$ cat src/rtl/ex_flush_pkg.sv
// ex_flush_pkg: shared flush codes, request priorities and phase defaults
package ex_flush_pkg;

    localparam int NUM_PHASES_DEF   = 8;
    localparam int SAMPLE_PHASE_DEF = 4;

    typedef enum logic [1:0] {
        FLUSH_DISABLE = 2'd0,
        FLUSH_CYCLE_1 = 2'd1,
        FLUSH_CYCLE_2 = 2'd2
    } flush_code_e;

    // PRIO_NONE doubles as the "queue empty" marker
    typedef enum logic [1:0] {
        PRIO_NONE = 2'd0,
        PRIO_BR   = 2'd1,
        PRIO_JMP  = 2'd2,
        PRIO_TRAP = 2'd3
    } prio_e;

endpackage

$ cat src/rtl/ex_phase_cnt.sv
// ex_phase_cnt: modulo phase counter with a strobe one cycle before the sample phase
module ex_phase_cnt #(
    parameter int NUM_PHASES   = 8,
    parameter int SAMPLE_PHASE = 4,
    parameter int CW           = 4
) (
    input  logic          clk,
    input  logic          rst_n,
    output logic [CW-1:0] cnt_o,
    output logic          pre_sample_o
);

    logic [CW-1:0] cnt_q;
    logic [CW-1:0] cnt_d;

    // wrap at NUM_PHASES-1; flag when the upcoming value is the sample phase
    always_comb begin
        cnt_d        = (cnt_q == CW'(NUM_PHASES - 1)) ? '0 : cnt_q + 1'b1;
        pre_sample_o = (cnt_d == CW'(SAMPLE_PHASE));
    end

    // phase register
    always_ff @(posedge clk or negedge rst_n) begin
        if (!rst_n) cnt_q <= '0;
        else        cnt_q <= cnt_d;
    end

    assign cnt_o = cnt_q;

endmodule

$ cat src/rtl/ex_flush_req_gen.sv
// ex_flush_req_gen: arbitrates EX redirects into a one-entry queue issued in the sample phase
module ex_flush_req_gen
    import ex_flush_pkg::*;
#(
    parameter int NUM_PHASES   = NUM_PHASES_DEF,
    parameter int SAMPLE_PHASE = SAMPLE_PHASE_DEF,
    parameter int AW           = 32
) (
    input  logic          hclk,
    input  logic          hrstn,
    input  logic          br_vld,
    input  logic [AW-1:0] br_tgt,
    input  logic          jmp_vld,
    input  logic [AW-1:0] jmp_tgt,
    input  logic          trap_vld,
    input  logic [AW-1:0] trap_vec,
    input  logic          flush_stall,
    output logic [3:0]    cycle_cnt,
    output logic [1:0]    flush,
    output logic          redir_vld,
    output logic [AW-1:0] redir_pc,
    output logic          req_pend
);

    logic          issue;
    prio_e         ev_prio;
    flush_code_e   ev_code;
    logic [AW-1:0] ev_pc;
    logic          take_ev;
    logic          mrg_vld;
    flush_code_e   mrg_code;
    logic [AW-1:0] mrg_pc;

    prio_e         pend_prio_q, pend_prio_d;
    flush_code_e   pend_code_q, pend_code_d;
    logic [AW-1:0] pend_pc_q, pend_pc_d;
    flush_code_e   flush_q, flush_d;
    logic          redir_vld_q, redir_vld_d;
    logic [AW-1:0] redir_pc_q, redir_pc_d;

    ex_phase_cnt #(
        .NUM_PHASES  (NUM_PHASES),
        .SAMPLE_PHASE(SAMPLE_PHASE),
        .CW          (4)
    ) u_phase (
        .clk         (hclk),
        .rst_n       (hrstn),
        .cnt_o       (cycle_cnt),
        .pre_sample_o(issue)
    );

    // pick this cycle's winning event; wrong-path branch/jump ignored under stall
    always_comb begin
        ev_prio = PRIO_NONE;
        ev_code = FLUSH_DISABLE;
        ev_pc   = '0;
        if (trap_vld) begin
            ev_prio = PRIO_TRAP;
            ev_code = FLUSH_CYCLE_2;
            ev_pc   = trap_vec;
        end else if (jmp_vld && !flush_stall) begin
            ev_prio = PRIO_JMP;
            ev_code = FLUSH_CYCLE_1;
            ev_pc   = jmp_tgt;
        end else if (br_vld && !flush_stall) begin
            ev_prio = PRIO_BR;
            ev_code = FLUSH_CYCLE_1;
            ev_pc   = br_tgt;
        end
    end

    // merge with the queue (strictly higher priority replaces), then issue or hold
    always_comb begin
        take_ev     = ev_prio > pend_prio_q;
        mrg_vld     = take_ev || (pend_prio_q != PRIO_NONE);
        mrg_code    = take_ev ? ev_code : pend_code_q;
        mrg_pc      = take_ev ? ev_pc : pend_pc_q;
        pend_prio_d = issue ? PRIO_NONE : (take_ev ? ev_prio : pend_prio_q);
        pend_code_d = issue ? FLUSH_DISABLE : mrg_code;
        pend_pc_d   = issue ? '0 : mrg_pc;
        flush_d     = (issue && mrg_vld) ? mrg_code : FLUSH_DISABLE;
        redir_vld_d = issue && mrg_vld;
        redir_pc_d  = (issue && mrg_vld) ? mrg_pc : redir_pc_q;
    end

    // queue and output registers; reset drops any pending request
    always_ff @(posedge hclk or negedge hrstn) begin
        if (!hrstn) begin
            pend_prio_q <= PRIO_NONE;
            pend_code_q <= FLUSH_DISABLE;
            pend_pc_q   <= '0;
            flush_q     <= FLUSH_DISABLE;
            redir_vld_q <= 1'b0;
            redir_pc_q  <= '0;
        end else begin
            pend_prio_q <= pend_prio_d;
            pend_code_q <= pend_code_d;
            pend_pc_q   <= pend_pc_d;
            flush_q     <= flush_d;
            redir_vld_q <= redir_vld_d;
            redir_pc_q  <= redir_pc_d;
        end
    end

    assign flush     = flush_q;
    assign redir_vld = redir_vld_q;
    assign redir_pc  = redir_pc_q;

    // queue valid as a register so req_pend has no combinational path
    always_ff @(posedge hclk or negedge hrstn) begin
        if (!hrstn) req_pend <= 1'b0;
        else        req_pend <= pend_prio_d != PRIO_NONE;
    end

endmodule

$ cat config.mk
export PLATFORM = sky130hd
export DESIGN_NAME = ex_flush_req_gen
export DESIGN_NICKNAME = d
export VERILOG_FILES = /design/src/rtl/ex_flush_pkg.sv /design/src/rtl/ex_phase_cnt.sv /design/src/rtl/ex_flush_req_gen.sv
export SDC_FILE = /design/constraint.sdc
export NUM_CORES = 1
export LEC_CHECK = 0
export CAP_MARGIN = 20
export CORE_MARGIN = 10
export CORE_UTILIZATION = 46
export DETAILED_ROUTE_END_ITERATION = 16
export PLACE_DENSITY = 0.81
export SLEW_MARGIN = 20
export SYNTH_ARGS = -nofsm -noshare
export SYNTH_HDL_FRONTEND = slang
export SYNTH_SLANG_ARGS = --single-unit
export TNS_END_PERCENT = 30
$ cat constraint.sdc
create_clock -name hclk -period 2.35 [get_ports hclk]
set_input_delay 0.3525 -clock hclk [delete_from_list [all_inputs] [get_ports hclk]]
set_output_delay 0.3525 -clock hclk [all_outputs]
set_load 0.1 [all_outputs]
==> results of run 1 <==
## sequential cells by signal, summed over array words and instances, names as in the netlist
name	cells
req_pend	1
redir_vld	1
flush	2
pend_pc_q	32
u_phase.cnt_o	4
redir_pc	32
pend_prio_q	2
pend_code_q	2
## cell families after synthesis
| kind of cell | Yosys count | synth area share [%] |
|---|---|---|
| multiplexers | 3 | 0.7492 |
| adder cells (fa/ha/maj) | 5 | 1.498 |
| buffers and inverters | 55 | 5.304 |
| AO/OA/AOI/OAI | 170 | 30.00 |
| XOR/XNOR | 1 | 0.2098 |
| AND/OR/NAND/NOR | 146 | 16.69 |
| flip-flops | 76 | 45.55 |
## per-layer routing
metal	vias to the layer above	routed length, µm	track usage [%]
met4	0	195	4.290
met5	-	0	0
met3	15	1113	5.885
li1	1976	-	-
met2	198	6715	33.56
met1	2040	6075	26.93
## cell usage after synthesis, drive strengths merged, types with 2 or more instances
| master | instances | area (µm²) |
|---|---|---|
| dfrtp | 76 | 1902 |
| nand2 | 65 | 244.0 |
| clkbuf | 41 | 153.9 |
| nor2 | 40 | 150.1 |
| a21oi | 34 | 170.2 |
| nand3b | 33 | 247.7 |
| a2bb2oi | 32 | 280.3 |
| o211ai | 32 | 240.2 |
| o22ai | 32 | 200.2 |
| o32ai | 32 | 280.3 |
| buf | 9 | 48.79 |
| ha | 5 | 62.56 |
| inv | 5 | 18.77 |
| nor2b | 3 | 18.77 |
| a21boi | 2 | 26.28 |
| a21o | 2 | 15.01 |
| mux2i | 2 | 20.02 |
## path summary, 6_finish.rpt
check                                 start                to  slack, ps
setup / recovery                flush_stall       redir_pc[5]        140
hold / removal             u_phase.cnt_o[0]  u_phase.cnt_o[0]        510
setup reg to reg           u_phase.cnt_o[0]      redir_pc[11]        340
hold reg to reg            u_phase.cnt_o[0]  u_phase.cnt_o[0]        510
max in group asynchronous             hrstn      pend_pc_q[8]       1230
min in group asynchronous             hrstn      redir_pc[25]        520
## timing repair
item,4_1_cts,5_1_grt
endpoints found under the hold margin,1,0
hold buffers,1,0
gates resized for setup,0,1
setup endpoints to repair,0,4
## area by class of cell
| type | instances | area share, % |
|---|---|---|
| Multi-Input combinational cell | 325 | 34.91 |
| Clock buffer | 12 | 2.454 |
| Tap cell | 108 | 2.285 |
| Timing Repair Buffer | 173 | 26.99 |
| Clock inverter | 4 | 0.8462 |
| Sequential cell | 76 | 32.20 |
| Inverter | 5 | 0.3173 |
## power by group through the flow
stage / sequential (µW) / combinational, µW / clock, µW
2_1_floorplan: 4100 / 1020 / 0
3_3_place_gp: 2140 / 3970 / 0
3_5_place_dp: 2150 / 4060 / 0
4_1_cts: 2140 / 4050 / 1010
5_1_grt: 2200 / 4220 / 1080
6_report: 2150 / 4040 / 1010
## worst max-delay path, stage by stage
cell and delay (ps):
clkdlybuf4s50_1 500, inv_1 50, a21o_1 190, ha_1 290
nor2b_2 200, o21a_4 240, buf_12 160, o32ai_1 310
a2bb2oi_1 120
## through the flow
step / utilization (%) / area (µm²) / setup TNS, ps
final: 67.49 / 5914 / 0
after global routing: 67.49 / 5914 / 0
after CTS: 67.42 / 5908 / 0
after detailed placement: 65.08 / 5703 / -9751
after global placement: 65.08 / 5703 / -3706
after floorplan: - / 4198 / 0
==> impl_metrics.ini, run 1 <==
[finish]
mostFrequentLayoutCell = clkdlybuf4s50_1
area_delta_synth_final_pct = 41.65
fill_cells = 700
final_cell_mix = clkdlybuf4s50_1, dfrtp_1, buf_4, nand2_1, nor2_1
drive_above_1_share_pct = 15.80
multi_input_area_mm2 = 0.002064
nets = 697
diodes = 0
fin_cells = 703
seq_area_mm2 = 0.001904

[route]
antenna_left = 0
vias = 4229
wl_per_cell_um = 20.06
drcViolationCount = 0
routed_wl_um = 14100
drt_first_pass_iters = 4
drt_iter0_markers = 350
vias_per_cell = 6.016

[outcome]
status = finished, final reports clean

[critical_path]
rr_worst_depth = 6
cp_max_fo = 24
crit_required_ps = 2560
cp-end-kind = flop
critPathKind = input pin to flop
critPathArrivalTime_ps = 2430
start_kind = input pin

[clock_tree]
clockBufferDepth = 2
cts_root_buf = clkbuf_8
post_cts_buffers = 0
cts.clk_slew.worst_paths_ps = 80
htree_levels = 3
cts_tree = done
cts_made_buffers = 9
cts.sinks = 76
clk_latency_ps = 350

[global_route]
grt_max_degree = 46
grt_pass1_vias = 4203
grt_antenna_before_repair = 0
grt_pass1_wl_um = 22510
overflow = 0
track_usage_pct = 20.71

[timing]
hold_viol = 0
finClkSkew_ps = 12.30
rsz0062_at_grt = no
fmax_mhz = 452.1
worstMarginPinSlew_ps = 578.5
setup_viol = 0
finalCritPeriodShare_pct = 94.11
slew-limit-headroom_pct = 61.43
hold_ws_ps = 514.8
fin_crit_ps = 2212
finalMaxSlewViolations = 0
fin_ws_ps = 138.3

[power]
pwr-share-clk_pct = 14.0
p_leak_uw = 0.002430
p_int_uw = 3505
power_uw = 7197
sw_frac_of_total_pct = 51.30
seqPwrFrac_pct = 29.9
power_per_cell_area_mw_per_mm2 = 1217
p_comb_share_pct = 56.1
p_sw_uw = 3692
ir_drop_v = 0.001039

[logic_synthesis]
synth_edf_count = 0
ys_seq_area_share_pct = 45.55
ys_ff_latch = 76
syn_area_mm2 = 0.004175
yosys_warnings = 0
synthFlopType = dfrtp_1
yosysUniqueCellTypes = 31
synthCells = 456
synth.avg_cell_area_um2 = 9.156
synth_nets = 563
async_flop_share_pct = 100.0

[placed_design]
dp_hpwl_um = 10290
dp_cells = 686
place_congestion = 0.8570
portBuffers = 141
dp_slack_ps = -235.7

[floorplan]
die_area_mm2 = 0.01329
die_width_um = 115.3
start_util_pct = 47.64
row_count = 34
die_height_um = 115.3
io-pin-count = 142
core_area_mm2 = 0.008763

[worst_hold_path]
min_path_cells = 1
hold_path_class = flop to flop

[job]
cap_violations = 0
(Power assumes the default switching activity.)
==> run 2: changes to the inputs <==
Settings changed: SLEW_MARGIN 20 to 15.
==> results of run 2 <==
Final layout, timing and power as in run 1 (identical DEF).
==> RTL edit (config.mk and constraints of run 2) <==
Put a register stage on the output `cycle_cnt`, cleared by the reset. The value now appears one clock later. The other outputs are not delayed to match.
--- a/src/rtl/ex_flush_req_gen.sv
+++ b/src/rtl/ex_flush_req_gen.sv
@@ -22,6 +22,8 @@
     output logic          req_pend
 );
 
+    logic [3:0] cycle_cnt_d;
+
     logic          issue;
     prio_e         ev_prio;
     flush_code_e   ev_code;
@@ -45,7 +47,7 @@
     ) u_phase (
         .clk         (hclk),
         .rst_n       (hrstn),
-        .cnt_o       (cycle_cnt),
+        .cnt_o       (cycle_cnt_d),
         .pre_sample_o(issue)
     );
 
@@ -112,5 +114,13 @@
         else        req_pend <= pend_prio_d != PRIO_NONE;
     end
 
+    always_ff @(posedge hclk or negedge hrstn) begin
+        if (!hrstn) begin
+            cycle_cnt <= '0;
+        end else begin
+            cycle_cnt <= cycle_cnt_d;
+        end
+    end
+
 endmodule
 
Function: changed (a bounded check fails within 4 cycles, from zero or initial values and one cycle with hrstn low).
==> RTL edit against run 2 <==
Setup slack worse by 0.0065 ns; power grew 0.45%; routed wire length rose by 1.7%; cell count stayed put; non-clock buffer count shrank 6; design area up 0.95%; sequential cell count rose by 4; synthesized area grew 2.4%; die area increased by 2.0%; combinational power about the same.
==> RTL edit: results (changes against run 2) <==
----------------------------------------------------
[Power]
  Peak VDD IR ... 907 uV (was 1040 uV)
  Static leakage power ... 2.47 nW (was 2.43 nW)

[Global route]
  Global-route total usage across every layer ... 21.1% (was 20.7%)
  Pin count of the biggest net entering global routing ... 66 (was 46)
  Number of global-route vias before repair ... 4357 (was 4203)
  First-pass GRT wire length ... 22.8 mm (was 22.5 mm)

[Synthesis]
  Synth area leaders ... sky130_fd_sc_hd__dfrtp_1 (47%), sky130_fd_sc_hd__a2bb2oi_1 (6.6%), sky130_fd_sc_hd__o32ai_1 (6.6%) (was sky130_fd_sc_hd__dfrtp_1 (46%), sky130_fd_sc_hd__a2bb2oi_1 (6.7%), sky130_fd_sc_hd__o32ai_1 (6.7%))
  Part of the Yosys area used for sequential elements ... 46.8% (was 45.5%)
  Synthesized Nets ... 567 (was 563)
  Primary flip-flop cell chosen by synthesis mapping ... sky130_fd_sc_hd__dfrtp_1 (unchanged)

[Hold path]
  Hold WC Path Type ... primary input to async pin (was flop to flop)

[STA]
  Post-route clock period utilization ... 94.4% (was 94.1%)
  Fin Clk Skew ... 0.00578 ns (was 0.0123 ns)
  Transition at the pin with the smallest max-transition slack ... 0.620 ns (was 0.579 ns)

[Outcome]
  Result of the run ... completed (unchanged)

[Routing]
  Detailed-router iteration count before antenna repair ... 5 (was 4)
  Wire length per cell after detailed routing ... 20.4 um (was 20.1 um)
  Starting DRT DRC Count ... 248 (was 350)

[Finish]
  Layout cells sized above 1 ... 14.9% (was 15.8%)
  Total of fill cells in the finished design ... 746 (was 700)
  Number of nets in the layout ... 695 (was 697)

[Worst setup path]
  Largest fanout on the critical path ... 35 (was 24)
  Critical R2R Capture ... redir_pc[19]$_DFFE_PN0P_ (was redir_pc[11]$_DFFE_PN0P_)
  Termination of the worst setup path ... redir_pc[15]$_DFFE_PN0P_ (was redir_pc[5]$_DFFE_PN0P_)
  Worst reg2reg setup slack ... 0.36 ns (was 0.34 ns)

[Placed design]
  Final HPWL from detailed placement ... 10.0 mm (was 10.3 mm)
  Post-Place Worst Slack ... -0.200 ns (was -0.236 ns)
  Weighted congestion at the end of routability-driven global placement ... 0.815 (was 0.857)

----------------------------------------------------
-- RTL edit: cell types whose count changed in the layout (fill, tap and decap cells not counted), moves of 2 or more --
cell and change:
sky130_fd_sc_hd__clkbuf_1 -2, sky130_fd_sc_hd__dfrtp_1 +6, sky130_fd_sc_hd__clkbuf_8 +3, sky130_fd_sc_hd__buf_4 -6, sky130_fd_sc_hd__dfrtp_2 -2
-- RTL edit: through the flow --
step / area [sq um] / instances / util, %
5_1_grt: 5970 / 703 / 65.2
3_5_place_dp: 5780 / 688 / 63.1
4_1_cts: 5970 / 703 / 65.2
2_1_floorplan: 4300 / 460 / -
3_3_place_gp: 5780 / 688 / 63.1
6_report: 5970 / 703 / 65.2
-- RTL edit: area by class of cell --
cell class                      count  area, sq um  area share [%]
Sequential cell                    80         2000            33.5
Clock inverter                      2         12.5           0.210
Inverter                            5         18.8           0.314
Multi-Input combinational cell    325         2060            34.5
Timing Repair Buffer              167         1560            26.2
Clock buffer                       13          179            3.00
Tap cell                          111          139            2.33
-- RTL edit: routing by layer --
metal | GRT usage [%] | up-vias | part of all wire [%] | routed length, um
met5 | 0 | - | 0 | 0
met4 | 8.01 | 0 | 1.7 | 250
met3 | 5.60 | 24 | 8.5 | 1210
met2 | 33.9 | 183 | 48 | 6880
met1 | 26.6 | 2061 | 42 | 6000
li1 | - | 1971 | - | -
-- RTL edit: power by group --
part	total, mW	internal, mW	switching, mW
clock network	0.974	0.492	0.481
logic	4.04	1.15	2.89
registers	2.22	1.89	0.324
-- RTL edit: how the worst min path moves through the flow --
stage               start                 endpoint  slack, ns  cells after the start
finish              hrstn       flush[0]$_DFF_PN0_       0.01                      1
floorplan           hrstn   cycle_cnt[0]$_DFF_PN0_       0.06                      0
global route        hrstn  pend_pc_q[31]$_DFF_PN0_       0.05                      1
detailed placement  hrstn       flush[0]$_DFF_PN0_       0.40                      1
CTS                 hrstn       flush[0]$_DFF_PN0_       0.03                      1
global placement    hrstn       flush[0]$_DFF_PN0_       0.40                      1
-- RTL edit: cells by family after synthesis --
family,share of synthesized area [%]
adder cells (fa/ha/maj),1.46
AND/OR/NAND/NOR,16.3
buffers and inverters,5.18
flip-flops,46.8
multiplexers,0.732
AO/OA/AOI/OAI,29.3
XOR/XNOR,0.205
